--- config.mk ---
export PLATFORM = sky130hd
export DESIGN_NAME = riscv_mem_arbiter
export DESIGN_NICKNAME = d
export VERILOG_FILES = /design/src/rtl/riscv_mem_arbiter.sv
export SDC_FILE = /design/constraint.sdc
export NUM_CORES = 1
export LEC_CHECK = 0
export BUFFER_PORTS_ARGS = -buffer_cell sky130_fd_sc_hd__buf_4
export CORE_AREA = 3 3 124 126
export DETAILED_ROUTE_END_ITERATION = 6
export DIE_AREA = 0 0 127 129
export GPL_TIMING_DRIVEN = 0
export PLACE_DENSITY = 0.48
export RECOVER_POWER = 100
export SLEW_MARGIN = 30
export SYNTH_ARGS = -nofsm -noshare
export SYNTH_HDL_FRONTEND = slang
export SYNTH_SLANG_ARGS = --single-unit
--- constraint.sdc ---
create_clock -name clk -period 3.2 [get_ports clk]
set_clock_uncertainty 0.05 [all_clocks]
set_input_delay 0.48 -clock clk [delete_from_list [all_inputs] [get_ports clk]]
set_output_delay 0.48 -clock clk [all_outputs]
set_load 0.1 [all_outputs]
--- src/rtl/riscv_mem_arbiter.sv ---
// Two-port to one-port memory arbiter: round-robin grant with a stall lock,
// plus an in-order tag FIFO that steers each downstream response back to its issuer.
module riscv_mem_arbiter #(
  parameter int p_addr_sz      = 32,
  parameter int p_data_sz      = 32,
  parameter int p_max_inflight = 4,
  localparam int RQ = 1 + p_addr_sz + 2 + p_data_sz,
  localparam int RS = 1 + 2 + p_data_sz,
  localparam int CW = $clog2(p_max_inflight) + 1
) (
  input  logic          clk,
  input  logic          reset,
  input  logic          req0_val,
  output logic          req0_rdy,
  input  logic [RQ-1:0] req0_msg,
  output logic          resp0_val,
  input  logic          resp0_rdy,
  output logic [RS-1:0] resp0_msg,
  input  logic          req1_val,
  output logic          req1_rdy,
  input  logic [RQ-1:0] req1_msg,
  output logic          resp1_val,
  input  logic          resp1_rdy,
  output logic [RS-1:0] resp1_msg,
  output logic          memreq_val,
  input  logic          memreq_rdy,
  output logic [RQ-1:0] memreq_msg,
  input  logic          memresp_val,
  output logic          memresp_rdy,
  input  logic [RS-1:0] memresp_msg,
  output logic [CW-1:0] inflight
);
  localparam int PW = $clog2(p_max_inflight);
  localparam logic [CW-1:0] MAX = CW'(p_max_inflight);

  logic                      r_prio;
  logic                      r_locked;
  logic                      r_lock_port;
  logic [p_max_inflight-1:0] r_tag;
  logic [PW-1:0]             r_wptr;
  logic [PW-1:0]             r_rptr;
  logic [CW-1:0]             r_count;

  logic w_full, w_empty, w_grant, w_sel_val, w_fire, w_pop, w_head;

  assign w_full  = (r_count == MAX);
  assign w_empty = (r_count == '0);

  always_comb begin
    w_grant = r_prio;
    if (r_locked)                  w_grant = r_lock_port;
    else if (req0_val && !req1_val) w_grant = 1'b0;
    else if (req1_val && !req0_val) w_grant = 1'b1;
  end

  // Full blocks issue regardless of a same-cycle pop, so rdy never depends on rdy.
  assign w_sel_val  = w_grant ? req1_val : req0_val;
  assign memreq_val = !reset && w_sel_val && !w_full;
  assign memreq_msg = w_grant ? req1_msg : req0_msg;
  assign req0_rdy   = !reset && !w_grant && memreq_rdy && !w_full && req0_val;
  assign req1_rdy   = !reset &&  w_grant && memreq_rdy && !w_full && req1_val;
  assign w_fire     = memreq_val && memreq_rdy;

  assign w_head      = r_tag[r_rptr];
  assign resp0_val   = !reset && memresp_val && !w_empty && !w_head;
  assign resp1_val   = !reset && memresp_val && !w_empty &&  w_head;
  assign resp0_msg   = memresp_msg;
  assign resp1_msg   = memresp_msg;
  assign memresp_rdy = !reset && !w_empty && (w_head ? resp1_rdy : resp0_rdy);
  assign w_pop       = memresp_val && memresp_rdy;

  assign inflight = r_count;

  always_ff @(posedge clk or posedge reset) begin
    if (reset) begin
      r_prio      <= 1'b0;
      r_locked    <= 1'b0;
      r_lock_port <= 1'b0;
      r_tag       <= '0;
      r_wptr      <= '0;
      r_rptr      <= '0;
      r_count     <= '0;
    end else begin
      if (w_fire) begin
        r_tag[r_wptr] <= w_grant;
        r_wptr        <= r_wptr + PW'(1);
        r_prio        <= !w_grant;
        r_locked      <= 1'b0;
      end else if (memreq_val && !memreq_rdy) begin
        // Pin the grant so memreq_msg cannot switch under a stalled request.
        r_locked    <= 1'b1;
        r_lock_port <= w_grant;
      end
      if (w_pop) r_rptr <= r_rptr + PW'(1);
      case ({w_fire, w_pop})
        2'b10:   r_count <= r_count + CW'(1);
        2'b01:   r_count <= r_count - CW'(1);
        default: r_count <= r_count;
      endcase
    end
  end
endmodule

==> report_table.html, run 1 <==
<table>
<tr><th>Metric</th><th>Value</th></tr>
<tr><th colspan="2">Layout</th></tr>
<tr><td>Commonest non-fill, non-tap cells in the layout</td><td>sky130_fd_sc_hd__buf_4, sky130_fd_sc_hd__clkbuf_1, sky130_fd_sc_hd__mux2_2, sky130_fd_sc_hd__clkbuf_2, sky130_fd_sc_hd__clkbuf_4</td></tr>
<tr><td>Share of layout cells above drive strength 1</td><td>70.8%</td></tr>
<tr><td>FF/Latch Area</td><td>359 sq um</td></tr>
<tr><td>Non-filler cells, final</td><td>698</td></tr>
<tr><td>Share of the core filled with cells in the final layout</td><td>29.8%</td></tr>
<tr><td>Area used by multi-input combinational logic</td><td>1270 sq um</td></tr>
<tr><td>Layout Nets</td><td>698</td></tr>
<tr><td>P&amp;R area growth vs syn</td><td>97.6%</td></tr>
<tr><td>Number of fillers in the final layout</td><td>1620</td></tr>
<tr><td>Antenna diodes</td><td>0</td></tr>
<tr><td>Most common cell after layout, fill and taps aside</td><td>sky130_fd_sc_hd__buf_4</td></tr>
<tr><th colspan="2">Global routing</th></tr>
<tr><td>Largest net degree at the start of global routing</td><td>17</td></tr>
<tr><td>Global-route wire length before repair</td><td>14.2 mm</td></tr>
<tr><td>Overflow after GRT</td><td>0</td></tr>
<tr><td>Initial antenna violation count</td><td>0</td></tr>
<tr><td>Number of global-route vias before repair</td><td>2651</td></tr>
<tr><td>Global routing usage summed across all routing layers</td><td>10.8%</td></tr>
<tr><th colspan="2">Placed design</th></tr>
<tr><td>Quantity of I/O buffers inserted on ports</td><td>287</td></tr>
<tr><td>Placed insts</td><td>694</td></tr>
<tr><td>DP HPWL</td><td>9.15 mm</td></tr>
<tr><td>Final RePlAce weighted congestion</td><td>0.766</td></tr>
<tr><th colspan="2">Detailed routing</th></tr>
<tr><td>Detailed-route wire length per cell</td><td>14.7 um</td></tr>
<tr><td>Antenna violation net count after detailed routing</td><td>0</td></tr>
<tr><td>DRC marker count from the first detailed-route iteration</td><td>38</td></tr>
<tr><td>Total DRC errors in the routed layout</td><td>0</td></tr>
<tr><td>First-pass detailed-route iteration total</td><td>2</td></tr>
<tr><td>Overall via count from detail_route</td><td>2603</td></tr>
<tr><td>Via count normalized by instance count</td><td>3.73</td></tr>
<tr><td>Routed wire length</td><td>10.2 mm</td></tr>
<tr><th colspan="2">Clock tree</th></tr>
<tr><td>H-tree depth</td><td>1</td></tr>
<tr><td>CTS tree</td><td>done</td></tr>
<tr><td>Number of sinks driven by the clock tree</td><td>14</td></tr>
<tr><td>Post-CTS clock slew at the launch and capture registers of the worst setup and hold paths</td><td>50 ps</td></tr>
<tr><td>Clock latency of the later-clocked register in the worst-skew pair</td><td>240 ps</td></tr>
<tr><td>Setup Buffers After CTS</td><td>0</td></tr>
<tr><td>Clock root cell</td><td>sky130_fd_sc_hd__clkbuf_16</td></tr>
<tr><td>Clock Path Buffers</td><td>2</td></tr>
<tr><td>Post-cts gate resize count</td><td>0</td></tr>
<tr><td>TritonCTS Buffers</td><td>3</td></tr>
<tr><td>Count of hold buffers inserted by post-cts repair</td><td>0</td></tr>
<tr><th colspan="2">Logic synthesis</th></tr>
<tr><td>Sequential area share after synthesis</td><td>16.1%</td></tr>
<tr><td>Netlist cell types</td><td>31</td></tr>
<tr><td>Share of Yosys cell area claimed by the top area cell type</td><td>34.6%</td></tr>
<tr><td>Average footprint of a synthesized cell</td><td>9.77 sq um</td></tr>
<tr><td>Yosys warning count</td><td>0</td></tr>
<tr><td>Number of synthesized flops with an enable pin</td><td>0</td></tr>
<tr><td>Area leader, netlist</td><td>sky130_fd_sc_hd__mux2_2</td></tr>
<tr><td>Flip-flop cell with the highest count after synthesis</td><td>sky130_fd_sc_hd__dfrtp_1</td></tr>
<tr><td>Number of nets in the synthesized netlist</td><td>406</td></tr>
<tr><td>Share of flip-flops with an asynchronous set or reset after synthesis</td><td>100%</td></tr>
<tr><td>Top area cells in the synthesized netlist</td><td>sky130_fd_sc_hd__mux2_2, sky130_fd_sc_hd__buf_4, sky130_fd_sc_hd__dfrtp_1</td></tr>
<tr><td>Area of the mapped netlist</td><td>2180 sq um</td></tr>
<tr><td>Number of cells produced by synthesis</td><td>223</td></tr>
<tr><td>Number of flip-flops and latches in the synthesized netlist</td><td>14</td></tr>
<tr><th colspan="2">Floorplanning</th></tr>
<tr><td>Die height</td><td>129 um</td></tr>
<tr><td>Area of the die</td><td>16400 sq um</td></tr>
<tr><td>Area inside the core boundary</td><td>14400 sq um</td></tr>
<tr><td>Boundary Pins</td><td>323</td></tr>
<tr><td>Floorplan row count</td><td>44</td></tr>
<tr><td>Horiz. Die Dim</td><td>127 um</td></tr>
<tr><td>Initial core utilization</td><td>15.1%</td></tr>
<tr><th colspan="2">STA</th></tr>
<tr><td>Final period util</td><td>92.1%</td></tr>
<tr><td>Max Freq</td><td>339 MHz</td></tr>
<tr><td>Setup repair after global routing missed its margin</td><td>no</td></tr>
<tr><td>Hold Slack</td><td>417 ps</td></tr>
<tr><td>Setup-violating endpoint count in the final report</td><td>0</td></tr>
<tr><td>Number of endpoints with negative hold slack in the final report</td><td>0</td></tr>
<tr><td>Final Critical Period</td><td>2950 ps</td></tr>
<tr><td>Worst Tran Pin Value</td><td>1200 ps</td></tr>
<tr><td>Headroom to the max-slew limit</td><td>20.4%</td></tr>
<tr><td>Slew Viols, Final</td><td>0</td></tr>
<tr><th colspan="2">Status</th></tr>
<tr><td>Run status</td><td>completed</td></tr>
<tr><th colspan="2">Flow run</th></tr>
<tr><td>Max-cap violation count</td><td>0</td></tr>
<tr><th colspan="2">Critical path</th></tr>
<tr><td>Count of cells along the worst register-to-register path</td><td>9</td></tr>
<tr><td>Worst setup startpoint</td><td>r_prio</td></tr>
<tr><td>Start-to-end type of the worst setup path</td><td>flip-flop to primary output</td></tr>
<tr><td>Reg-to-reg endpoint</td><td>inflight[2]</td></tr>
<tr><td>Worst flop-to-flop path startpoint</td><td>r_lock_port</td></tr>
<tr><td>Capturing element of the worst setup path</td><td>memreq_msg[14]</td></tr>
<tr><td>Highest net fanout along the worst path</td><td>10</td></tr>
<tr><td>Worst path required time</td><td>2670 ps</td></tr>
<tr><td>Register-to-register setup slack</td><td>720 ps</td></tr>
<tr><td>Sort of element at the end of the critical path</td><td>primary output</td></tr>
<tr><td>Signal arrival time at the worst endpoint</td><td>2420 ps</td></tr>
<tr><td>Startpoint types</td><td>flip-flop</td></tr>
<tr><th colspan="2">Min path</th></tr>
<tr><td>Path type of the worst min-delay path</td><td>input port to async pin</td></tr>
</table>
## worst max-delay path: stages, from the launching register on
cell                       delay (ps)
sky130_fd_sc_hd__dfrtp_1          350
sky130_fd_sc_hd__inv_1             70
sky130_fd_sc_hd__a21oi_1          140
sky130_fd_sc_hd__a22o_1           200
sky130_fd_sc_hd__buf_2            280
sky130_fd_sc_hd__clkbuf_1         440
sky130_fd_sc_hd__mux2_2           400
sky130_fd_sc_hd__clkbuf_4         280
## registers in the layout, summed over array words and instances, names as in the netlist
register     count
inflight         3
r_lock_port      1
r_locked         1
r_prio           1
r_rptr           2
r_tag            4
r_wptr           2
## cell usage after synthesis (3+ instances only)
cell / number
sky130_fd_sc_hd__mux2i_1: 7
sky130_fd_sc_hd__ha_1: 5
sky130_fd_sc_hd__nor2_1: 4
sky130_fd_sc_hd__nand3_1: 5
sky130_fd_sc_hd__inv_1: 9
sky130_fd_sc_hd__mux2_2: 67
sky130_fd_sc_hd__nor3b_1: 3
sky130_fd_sc_hd__o21ai_0: 3
sky130_fd_sc_hd__buf_4: 70
sky130_fd_sc_hd__buf_2: 5
sky130_fd_sc_hd__mux2_1: 5
sky130_fd_sc_hd__xor2_1: 3
sky130_fd_sc_hd__clkbuf_1: 3
sky130_fd_sc_hd__dfrtp_1: 14
## area by class of cell
type                            count  area share [%]
Inverter                            9           0.785
Tap cell                          184            5.35
Timing Repair Buffer              287            40.9
Sequential cell                    14            8.34
Buffer                             78            13.0
Clock buffer                        4            2.06
Multi-Input combinational cell    122            29.5
## cells by family after synthesis
family / Yosys count / share of synthesized area [%]
and+or+nand+nor: 20 / 5.17
muxes: 80 / 41.1
buffers and inverters: 87 / 27.3
adders and majority gates: 6 / 3.79
DFF: 14 / 16.1
AOI/OAI and AO/OA: 11 / 4.48
xor gates and xnor gates: 5 / 2.01
## per-layer routing
layer	part of all wire [%]	vias to the layer above	track usage (%)
li1	-	1280	-
met1	36	1175	12.2
met2	54	138	20.3
met3	8.9	10	2.70
met4	1.1	0	2.33
met5	0	-	0
## worst min-delay path by stage
stage | end | slack, ps | startpoint
detailed placement | r_tag[3] | 440 | r_tag[3]
global route | r_tag[3] | 470 | r_tag[3]
global placement | r_tag[2] | 430 | r_tag[2]
floorplan | r_lock_port | 340 | reset
finish | inflight[2] | 420 | reset
CTS | inflight[2] | 350 | reset
## stage by stage
step	setup WS (ps)	setup TNS [ps]	cell area [sq um]
after detailed placement	237	0	4630
after global placement	267	0	4630
after floorplan	-196	-359	2240
after CTS	165	0	4710
after global routing	24.9	0	4300
final	254	0	4300
Power of run 1 is left out: the tool's default activity adds up to more than one toggle a clock period on the data nets, which glitch-free logic cannot reach.
==> run 2, diff against run 1 <==
==> config.mk (replaced) <==
export PLATFORM = sky130hd
export DESIGN_NAME = riscv_mem_arbiter
export DESIGN_NICKNAME = d
export VERILOG_FILES = /design/src/rtl/riscv_mem_arbiter.sv
export SDC_FILE = /design/constraint.sdc
export NUM_CORES = 1
export LEC_CHECK = 0
export BUFFER_PORTS_ARGS = -buffer_cell sky130_fd_sc_hd__buf_4
export CORE_AREA = 3 3 125 127
export DETAILED_ROUTE_END_ITERATION = 6
export DIE_AREA = 0 0 128 130
export GPL_TIMING_DRIVEN = 0
export PLACE_DENSITY = 0.49
export RECOVER_POWER = 25
export SYNTH_ARGS = -nofsm -noshare
export SYNTH_HDL_FRONTEND = slang
export SYNTH_SLANG_ARGS = --single-unit
==> constraint.sdc (replaced) <==
create_clock -name clk -period 2.7 [get_ports clk]
set_clock_uncertainty 0.05 [all_clocks]
set_input_delay 0.405 -clock clk [delete_from_list [all_inputs] [get_ports clk]]
set_output_delay 0.405 -clock clk [all_outputs]
set_load 0.1 [all_outputs]
==> run 2 against run 1 <==
Hold slack lost 160 ps. Die area grew 1.6%. Routed wire length grew 4.6%. Global-route usage shrank 0.064 points. Final area grew 7.3%. Via count grew 0.27%. First-iteration DRC count shrank 18%. Cell count is the same. Count of clock-buffer cells in the layout is the same. Non-clock buffer count is the same. Sequential share of layout area shrank 0.57 points.
==> report_table.html, run 2 (synthesized netlist as in run 1, its figures left out) <==
<table>
<tr><th>Metric</th><th>Value</th></tr>
<tr><th colspan="2">Critical path</th></tr>
<tr><td>Sum of buffers and inverters on the critical path</td><td>4 (unchanged)</td></tr>
<tr><td>Cell-by-cell listing of the critical path</td><td>inv_1, o21ai_0, a22o_1, buf_4, clkbuf_4, mux2_2, buf_4 (was inv_1, a21oi_1, a22o_1, buf_2, clkbuf_1, mux2_2, clkbuf_4)</td></tr>
<tr><td>Highest net fanout along the worst path</td><td>10 (unchanged)</td></tr>
<tr><td>Reg-to-reg endpoint</td><td>inflight[2] (unchanged)</td></tr>
<tr><td>Count of cells along the worst register-to-register path</td><td>10 (was 9)</td></tr>
<tr><td>Slowest-stage cell, CP</td><td>sky130_fd_sc_hd__mux2_2 (was sky130_fd_sc_hd__clkbuf_1)</td></tr>
<tr><td>Worst flop-to-flop path startpoint</td><td>r_rptr[1] (was r_lock_port)</td></tr>
<tr><td>Signal arrival time at the worst endpoint</td><td>2040 ps (was 2420 ps)</td></tr>
<tr><td>CP max stage delay</td><td>360 ps (was 440 ps)</td></tr>
<tr><td>Sort of element at the end of the critical path</td><td>primary output (unchanged)</td></tr>
<tr><td>Most common cell type on the critical path</td><td>sky130_fd_sc_hd__buf_4</td></tr>
<tr><td>Largest delay share family, worst path</td><td>buffers and inverters (unchanged)</td></tr>
<tr><td>Startpoint types</td><td>flip-flop (unchanged)</td></tr>
<tr><td>Worst path required time</td><td>2250 ps (was 2670 ps)</td></tr>
<tr><td>Register-to-register setup slack</td><td>250 ps (was 720 ps)</td></tr>
<tr><td>Start-to-end type of the worst setup path</td><td>flip-flop to primary output (unchanged)</td></tr>
<tr><th colspan="2">STA</th></tr>
<tr><td>Final period util</td><td>92.4%</td></tr>
<tr><td>Max Freq</td><td>401 MHz</td></tr>
<tr><td>Worst Tran Pin Value</td><td>1190 ps (was 1200 ps)</td></tr>
<tr><td>Slew Viols, Final</td><td>0 (unchanged)</td></tr>
<tr><td>Headroom to the max-slew limit</td><td>21.0% (was 20.4%)</td></tr>
<tr><td>Final Critical Period</td><td>2500 ps</td></tr>
<tr><td>Setup-violating endpoint count in the final report</td><td>0 (unchanged)</td></tr>
<tr><td>Setup Total Neg Slack</td><td>0 ps (unchanged)</td></tr>
<tr><td>Setup repair after global routing missed its margin</td><td>no (unchanged)</td></tr>
<tr><td>Number of endpoints with negative hold slack in the final report</td><td>0 (unchanged)</td></tr>
<tr><th colspan="2">Global routing</th></tr>
<tr><td>Global-route wire length before repair</td><td>14.3 mm (was 14.2 mm)</td></tr>
<tr><td>Global routing usage summed across all routing layers</td><td>10.7% (was 10.8%)</td></tr>
<tr><td>Initial antenna violation count</td><td>0 (unchanged)</td></tr>
<tr><td>Overflow after GRT</td><td>0 (unchanged)</td></tr>
<tr><td>Number of global-route vias before repair</td><td>2621 (was 2651)</td></tr>
<tr><td>Largest net degree at the start of global routing</td><td>17 (unchanged)</td></tr>
<tr><th colspan="2">Detailed routing</th></tr>
<tr><td>Total DRC errors in the routed layout</td><td>0 (unchanged)</td></tr>
<tr><td>Via count normalized by instance count</td><td>3.74 (was 3.73)</td></tr>
<tr><td>Routed wire length</td><td>10.7 mm (was 10.2 mm)</td></tr>
<tr><td>Overall via count from detail_route</td><td>2610 (was 2603)</td></tr>
<tr><td>Antenna violation net count after detailed routing</td><td>0 (unchanged)</td></tr>
<tr><td>DRC marker count from the first detailed-route iteration</td><td>31 (was 38)</td></tr>
<tr><td>Detailed-route wire length per cell</td><td>15.4 um (was 14.7 um)</td></tr>
<tr><td>First-pass detailed-route iteration total</td><td>4 (was 2)</td></tr>
<tr><th colspan="2">Clock tree</th></tr>
<tr><td>Setup Buffers After CTS</td><td>0 (unchanged)</td></tr>
<tr><td>Number of sinks driven by the clock tree</td><td>14 (unchanged)</td></tr>
<tr><td>Clock latency of the later-clocked register in the worst-skew pair</td><td>240 ps (about the same)</td></tr>
<tr><td>Clock root cell</td><td>sky130_fd_sc_hd__clkbuf_16 (unchanged)</td></tr>
<tr><td>Clock Path Buffers</td><td>2 (unchanged)</td></tr>
<tr><td>H-tree depth</td><td>1 (unchanged)</td></tr>
<tr><td>CTS tree</td><td>done (unchanged)</td></tr>
<tr><td>TritonCTS Buffers</td><td>3 (unchanged)</td></tr>
<tr><td>Post-CTS clock slew at the launch and capture registers of the worst setup and hold paths</td><td>50 ps (about the same)</td></tr>
<tr><td>Count of hold buffers inserted by post-cts repair</td><td>0 (unchanged)</td></tr>
<tr><th colspan="2">Floorplanning</th></tr>
<tr><td>Horiz. Die Dim</td><td>128 um (was 127 um)</td></tr>
<tr><td>Area inside the core boundary</td><td>14500 sq um (was 14400 sq um)</td></tr>
<tr><td>Die height</td><td>130 um (was 129 um)</td></tr>
<tr><td>Area of the die</td><td>16600 sq um (was 16400 sq um)</td></tr>
<tr><td>Boundary Pins</td><td>323 (unchanged)</td></tr>
<tr><td>Initial core utilization</td><td>15.0% (was 15.1%)</td></tr>
<tr><td>Floorplan row count</td><td>44 (unchanged)</td></tr>
<tr><th colspan="2">Layout</th></tr>
<tr><td>Antenna diodes</td><td>0 (unchanged)</td></tr>
<tr><td>Largest Register</td><td>r_tag (unchanged)</td></tr>
<tr><td>Share of the core filled with cells in the final layout</td><td>31.8% (was 29.8%)</td></tr>
<tr><td>Most common cell after layout, fill and taps aside</td><td>sky130_fd_sc_hd__buf_4 (unchanged)</td></tr>
<tr><td>Flip-flop count of the largest register after layout</td><td>4 (unchanged)</td></tr>
<tr><td>Share of layout cells above drive strength 1</td><td>82.1% (was 70.8%)</td></tr>
<tr><td>Commonest non-fill, non-tap cells in the layout</td><td>sky130_fd_sc_hd__buf_4, sky130_fd_sc_hd__mux2_2, sky130_fd_sc_hd__clkbuf_1, sky130_fd_sc_hd__dfrtp_1 (was sky130_fd_sc_hd__buf_4, sky130_fd_sc_hd__clkbuf_1, sky130_fd_sc_hd__mux2_2, sky130_fd_sc_hd__clkbuf_2, sky130_fd_sc_hd__clkbuf_4)</td></tr>
<tr><td>P&amp;R area growth vs syn</td><td>112% (was 97.6%)</td></tr>
<tr><td>Final instance area</td><td>4620 sq um (was 4300 sq um)</td></tr>
<tr><td>Layout Nets</td><td>698 (unchanged)</td></tr>
<tr><th colspan="2">Flow run</th></tr>
<tr><td>Max-cap violation count</td><td>0 (unchanged)</td></tr>
<tr><th colspan="2">Status</th></tr>
<tr><td>Run status</td><td>completed (unchanged)</td></tr>
<tr><th colspan="2">Min path</th></tr>
<tr><td>Path type of the worst min-delay path</td><td>input port to async pin (unchanged)</td></tr>
<tr><th colspan="2">Placed design</th></tr>
<tr><td>Final RePlAce weighted congestion</td><td>0.740 (was 0.766)</td></tr>
<tr><td>Cell area reported after detailed placement</td><td>4610 sq um (was 4630 sq um)</td></tr>
<tr><td>Quantity of I/O buffers inserted on ports</td><td>287 (unchanged)</td></tr>
<tr><td>DP HPWL</td><td>9.70 mm (was 9.15 mm)</td></tr>
<tr><th colspan="2">Pwr</th></tr>
<tr><td>Pleak</td><td>2.37 nW</td></tr>
<tr><td>Power per Cell Area</td><td>1470 nW/um^2</td></tr>
<tr><td>VDD IR-drop max</td><td>1310 uV</td></tr>
</table>
==> run 2: cell count changes in the layout (fill, tap and decap cells not counted), sizes merged <==
| cell | before | now |
|---|---|---|
| buf | 235 | 333 |
| clkbuf | 134 | 36 |
| clkinvlp | 0 | 1 |
| inv | 9 | 8 |
==> run 2: cell type report <==
type / instances / area (sq um)
plain buffers: 78 / 578
clock buffers: 4 / 88.8
well taps: 184 / 230
inverters: 9 / 37.5
flip-flops and latches: 14 / 359
fillers: 1584 / 9920
repair buffers: 287 / 2050
multi-input cells: 122 / 1270
==> run 2: how the worst max path moves through the flow <==
stage / startpoint / endpoint / slack, ps / cells past startpoint
5_1_grt: r_prio / memreq_msg[47] / 0.3 / 7
4_1_cts: r_prio / memreq_msg[38] / 2 / 7
3_5_place_dp: reset / inflight[2] / -150 / 10
3_3_place_gp: reset / inflight[2] / -160 / 10
6_report: r_prio / memreq_msg[40] / 200 / 7
2_1_floorplan: inflight[2] / inflight[2] / -690 / 9
==> run 2: layer usage <==
metal | global-route usage (%) | routed length (um) | up-vias
li1 | - | - | 1282
met1 | 13.2 | 3920 | 1185
met2 | 20.0 | 5760 | 137
met3 | 1.64 | 945 | 6
met4 | 1.75 | 86 | 0
met5 | 0 | 0 | -
==> run 2: worst reg2reg max path, cell delays in order, from the launching register on <==
cell and delay (ps):
sky130_fd_sc_hd__dfrtp_1 410, sky130_fd_sc_hd__mux2i_1 340, sky130_fd_sc_hd__mux2i_1 200, sky130_fd_sc_hd__mux2i_1 170, sky130_fd_sc_hd__nor2_1 210, sky130_fd_sc_hd__ha_4 190
sky130_fd_sc_hd__inv_2 40, sky130_fd_sc_hd__fa_1 360, sky130_fd_sc_hd__xor2_1 150, sky130_fd_sc_hd__nor2_1 110, sky130_fd_sc_hd__xor2_1 150
==> run 2: report_power, final <==
part           switching, mW  internal [mW]  leakage [nW]
combinational           4.50           1.56          2.16
clock                 0.0840          0.224        0.0442
sequential             0.105          0.324         0.163
==> run 2: through the flow <==
step	worst slack (ps)	power (mW)	cells	hold WS, ps
final	205	6.79	698	261
after global routing	0.308	7.05	698	305
after CTS	2.03	6.86	698	266
after detailed placement	-152	6.52	694	435
after global placement	-159	6.50	694	428
after floorplan	-689	5.36	223	260
==> run 2: repair_timing <==
item / in CTS / in global routing
pin swaps: 0 / 0
setup endpoints to repair: 23 / 62
gates resized for setup: 3 / 10
Note: power is estimated with default switching activity, not from simulation.
==> run 3, diff against run 2 <==
--- a/config.mk
+++ b/config.mk
@@ -10,7 +10,6 @@
 export DETAILED_ROUTE_END_ITERATION = 6
 export DIE_AREA = 0 0 128 130
 export GPL_TIMING_DRIVEN = 0
-export PLACE_DENSITY = 0.49
 export RECOVER_POWER = 25
 export SYNTH_ARGS = -nofsm -noshare
 export SYNTH_HDL_FRONTEND = slang
==> run 3 against run 2 <==
Critical path depth decreased by 1. Clock power fell by 1%. Sequential cell count stayed put. Register-to-register slack improved by 30 ps. Final area up 0.57%. Combinational power rose by 0.7%. Routed wire length grew 23%. Worst setup slack worse by 91 ps. Maximum frequency fell by 3.5%. First-iteration DRC count increased by 45%. Die area is the same. Critical path type unchanged. Largest power group unchanged.
==> report_table.html, run 3 (synthesized netlist as in run 1, its figures left out) <==
<table>
<tr><th>Metric</th><th>Value</th></tr>
<tr><th colspan="2">Status</th></tr>
<tr><td>Run status</td><td>completed (unchanged)</td></tr>
<tr><th colspan="2">Critical path</th></tr>
<tr><td>Start-to-end type of the worst setup path</td><td>flip-flop to primary output (unchanged)</td></tr>
<tr><td>Capturing element of the worst setup path</td><td>memreq_msg[58] (was memreq_msg[40])</td></tr>
<tr><td>Largest delay share family, worst path</td><td>buffers and inverters (unchanged)</td></tr>
<tr><td>Slowest-stage cell, CP</td><td>sky130_fd_sc_hd__clkbuf_1 (was sky130_fd_sc_hd__mux2_2)</td></tr>
<tr><td>Worst setup startpoint</td><td>r_prio (unchanged)</td></tr>
<tr><td>Worst flop-to-flop path startpoint</td><td>r_lock_port (was r_rptr[1])</td></tr>
<tr><td>Highest net fanout along the worst path</td><td>10 (unchanged)</td></tr>
<tr><td>Count of cell instances traversed by the critical path</td><td>6 (was 7)</td></tr>
<tr><td>Count of cells along the worst register-to-register path</td><td>9 (was 10)</td></tr>
<tr><td>Sort of element at the end of the critical path</td><td>primary output (unchanged)</td></tr>
<tr><td>Register-to-register setup slack</td><td>280 ps (was 250 ps)</td></tr>
<tr><td>Sum of buffers and inverters on the critical path</td><td>3 (was 4)</td></tr>
<tr><td>Startpoint types</td><td>flip-flop (unchanged)</td></tr>
<tr><td>Worst path required time</td><td>2250 ps (about the same)</td></tr>
<tr><td>Cell-by-cell listing of the critical path</td><td>inv_1, o21ai_0, a22o_1, clkbuf_1, mux2_2, buf_4 (was inv_1, o21ai_0, a22o_1, buf_4, clkbuf_4, mux2_2, buf_4)</td></tr>
<tr><td>Signal arrival time at the worst endpoint</td><td>2130 ps (was 2040 ps)</td></tr>
<tr><td>Reg-to-reg endpoint</td><td>inflight[2] (unchanged)</td></tr>
<tr><td>CP max stage delay</td><td>460 ps (was 360 ps)</td></tr>
<tr><th colspan="2">STA</th></tr>
<tr><td>Max Freq</td><td>387 MHz (was 401 MHz)</td></tr>
<tr><td>Worst Tran Pin Value</td><td>1180 ps (was 1190 ps)</td></tr>
<tr><td>Final Critical Period</td><td>2590 ps (was 2500 ps)</td></tr>
<tr><td>Hold Slack</td><td>262 ps (was 261 ps)</td></tr>
<tr><td>Setup repair after global routing missed its margin</td><td>yes (was no)</td></tr>
<tr><td>Headroom to the max-slew limit</td><td>21.7% (was 21.0%)</td></tr>
<tr><td>Setup-violating endpoint count in the final report</td><td>0 (unchanged)</td></tr>
<tr><td>Number of endpoints with negative hold slack in the final report</td><td>0 (unchanged)</td></tr>
<tr><td>Final period util</td><td>95.8% (was 92.4%)</td></tr>
<tr><td>Worst Setup Slack, final</td><td>114 ps (was 205 ps)</td></tr>
<tr><td>Slew Viols, Final</td><td>0 (unchanged)</td></tr>
<tr><th colspan="2">Clock tree</th></tr>
<tr><td>CTS tree</td><td>done (unchanged)</td></tr>
<tr><td>H-tree depth</td><td>1 (unchanged)</td></tr>
<tr><td>Clock Path Buffers</td><td>2 (unchanged)</td></tr>
<tr><td>Clock latency of the later-clocked register in the worst-skew pair</td><td>240 ps (about the same)</td></tr>
<tr><td>Number of sinks driven by the clock tree</td><td>14 (unchanged)</td></tr>
<tr><td>Count of hold buffers inserted by post-cts repair</td><td>0 (unchanged)</td></tr>
<tr><td>Post-CTS clock slew at the launch and capture registers of the worst setup and hold paths</td><td>50 ps (about the same)</td></tr>
<tr><td>Clock root cell</td><td>sky130_fd_sc_hd__clkbuf_16 (unchanged)</td></tr>
<tr><td>TritonCTS Buffers</td><td>3 (unchanged)</td></tr>
<tr><th colspan="2">Global routing</th></tr>
<tr><td>Overflow after GRT</td><td>0 (unchanged)</td></tr>
<tr><td>Largest net degree at the start of global routing</td><td>17 (unchanged)</td></tr>
<tr><td>Global-route wire length before repair</td><td>17.1 mm (was 14.3 mm)</td></tr>
<tr><td>Number of global-route vias before repair</td><td>2735 (was 2621)</td></tr>
<tr><td>Initial antenna violation count</td><td>0 (unchanged)</td></tr>
<tr><td>Global routing usage summed across all routing layers</td><td>13.7% (was 10.7%)</td></tr>
<tr><th colspan="2">Placed design</th></tr>
<tr><td>Final RePlAce weighted congestion</td><td>0.803 (was 0.740)</td></tr>
<tr><td>Quantity of I/O buffers inserted on ports</td><td>287 (unchanged)</td></tr>
<tr><td>Minimum setup slack after placement</td><td>-242 ps (was -152 ps)</td></tr>
<tr><td>DP HPWL</td><td>12.2 mm (was 9.70 mm)</td></tr>
<tr><th colspan="2">Floorplanning</th></tr>
<tr><td>Horiz. Die Dim</td><td>128 um (unchanged)</td></tr>
<tr><td>Boundary Pins</td><td>323 (unchanged)</td></tr>
<tr><td>Initial core utilization</td><td>15.0% (unchanged)</td></tr>
<tr><td>Die height</td><td>130 um (unchanged)</td></tr>
<tr><td>Area of the die</td><td>16600 sq um (unchanged)</td></tr>
<tr><td>Floorplan row count</td><td>44 (unchanged)</td></tr>
<tr><td>Area inside the core boundary</td><td>14500 sq um (unchanged)</td></tr>
<tr><th colspan="2">Detailed routing</th></tr>
<tr><td>First-pass detailed-route iteration total</td><td>4 (unchanged)</td></tr>
<tr><td>Overall via count from detail_route</td><td>2683 (was 2610)</td></tr>
<tr><td>Antenna violation net count after detailed routing</td><td>0 (unchanged)</td></tr>
<tr><td>Total DRC errors in the routed layout</td><td>0 (unchanged)</td></tr>
<tr><td>Detailed-route wire length per cell</td><td>18.9 um (was 15.4 um)</td></tr>
<tr><td>Via count normalized by instance count</td><td>3.84 (was 3.74)</td></tr>
<tr><td>Routed wire length</td><td>13.2 mm (was 10.7 mm)</td></tr>
<tr><td>DRC marker count from the first detailed-route iteration</td><td>45 (was 31)</td></tr>
<tr><th colspan="2">Layout</th></tr>
<tr><td>Most common cell after layout, fill and taps aside</td><td>sky130_fd_sc_hd__buf_4 (unchanged)</td></tr>
<tr><td>FF/Latch Area</td><td>359 sq um (unchanged)</td></tr>
<tr><td>Share of layout cells above drive strength 1</td><td>83.3% (was 82.1%)</td></tr>
<tr><td>Area used by multi-input combinational logic</td><td>1280 sq um (was 1270 sq um)</td></tr>
<tr><td>Share of the core filled with cells in the final layout</td><td>31.9% (was 31.8%)</td></tr>
<tr><td>Antenna diodes</td><td>0 (unchanged)</td></tr>
<tr><td>Commonest non-fill, non-tap cells in the layout</td><td>sky130_fd_sc_hd__buf_4, sky130_fd_sc_hd__mux2_2, sky130_fd_sc_hd__clkbuf_1, sky130_fd_sc_hd__dfrtp_1 (unchanged)</td></tr>
<tr><td>Largest Register</td><td>r_tag (unchanged)</td></tr>
<tr><td>P&amp;R area growth vs syn</td><td>113% (was 112%)</td></tr>
<tr><td>Number of fillers in the final layout</td><td>1556 (was 1584)</td></tr>
<tr><td>Flip-flop count of the largest register after layout</td><td>4 (unchanged)</td></tr>
<tr><td>Layout Nets</td><td>698 (unchanged)</td></tr>
<tr><th colspan="2">Min path</th></tr>
<tr><td>Path type of the worst min-delay path</td><td>input port to async pin (unchanged)</td></tr>
<tr><th colspan="2">Flow run</th></tr>
<tr><td>Max-cap violation count</td><td>0 (unchanged)</td></tr>
<tr><th colspan="2">Pwr</th></tr>
<tr><td>VDD IR-drop max</td><td>1110 uV (was 1310 uV)</td></tr>
<tr><td>Pleak</td><td>2.39 nW (was 2.37 nW)</td></tr>
<tr><td>Power per Cell Area</td><td>1470 nW/um^2 (about the same)</td></tr>
</table>
run 3: cell count changes in the layout (fill, tap and decap cells not counted):
cell	change
sky130_fd_sc_hd__buf_2	-1
sky130_fd_sc_hd__buf_4	+4
sky130_fd_sc_hd__clkbuf_1	-5
sky130_fd_sc_hd__clkbuf_2	-1
sky130_fd_sc_hd__clkbuf_4	+3
sky130_fd_sc_hd__nor2_1	-1
sky130_fd_sc_hd__nor2_2	+1
run 3: report_power, final:
group	leakage [nW]	internal, mW	switching (mW)
clock	0.0442	0.224	0.0802
combinational	2.18	1.56	4.54
sequential	0.163	0.325	0.108
total	2.39	2.11	4.72
run 3: layout make-up:
type / instances / area share (%)
buffer: 78 / 12.5
multi-input combinational: 122 / 27.5
sequential: 14 / 7.73
tap: 184 / 4.96
inverter: 9 / 0.808
timing repair buffer: 287 / 44.6
clock buffer: 4 / 1.91
run 3: how the worst min path moves through the flow:
stage                         from           to  slack, ps  cells past startpoint
after floorplan              reset  r_lock_port        260                      1
after global placement    r_tag[1]     r_tag[1]        430                      1
after detailed placement  r_tag[0]     r_tag[0]        430                      1
after CTS                    reset  inflight[0]        260                      2
after global routing         reset  inflight[2]        310                      2
final                        reset  inflight[1]        260                      2
run 3: what timing repair did:
action | in CTS | in global routing
endpoints found under the setup margin | 28 | 56
gates cloned | 0 | 0
pin swaps | 0 | 0
gates resized for setup | 3 | 8
buffers inserted | 0 | 0
run 3: layer usage:
metal	vias up	wire length, um	GRT usage [%]
met5	-	0	0
met4	0	176	2.43
met3	10	1190	3.85
met2	131	6730	23.8
met1	1263	5140	17.2
li1	1279	-	-
run 3: stage by stage:
stage / total power [mW] / std cells / instance area [sq um] / TNS [ps]
final: 6.84 / 698 / 4640 / 0
after global routing: 7.07 / 698 / 4640 / -689
after CTS: 6.89 / 698 / 4710 / 0
after detailed placement: 6.55 / 694 / 4610 / -722
after global placement: 6.51 / 694 / 4610 / -533
after floorplan: 5.36 / 223 / 2230 / -4270
run 3: worst reg2reg max path, stage by stage (launching register included):
cell                        delay, ps
sky130_fd_sc_hd__dfrtp_1          410
sky130_fd_sc_hd__a21bo_1          240
sky130_fd_sc_hd__a2111oi_4        620
sky130_fd_sc_hd__nand2_2          210
sky130_fd_sc_hd__ha_4             220
sky130_fd_sc_hd__inv_2             40
sky130_fd_sc_hd__fa_1             160
sky130_fd_sc_hd__xor2_1           140
sky130_fd_sc_hd__nor2_1            60
sky130_fd_sc_hd__xor2_1           140
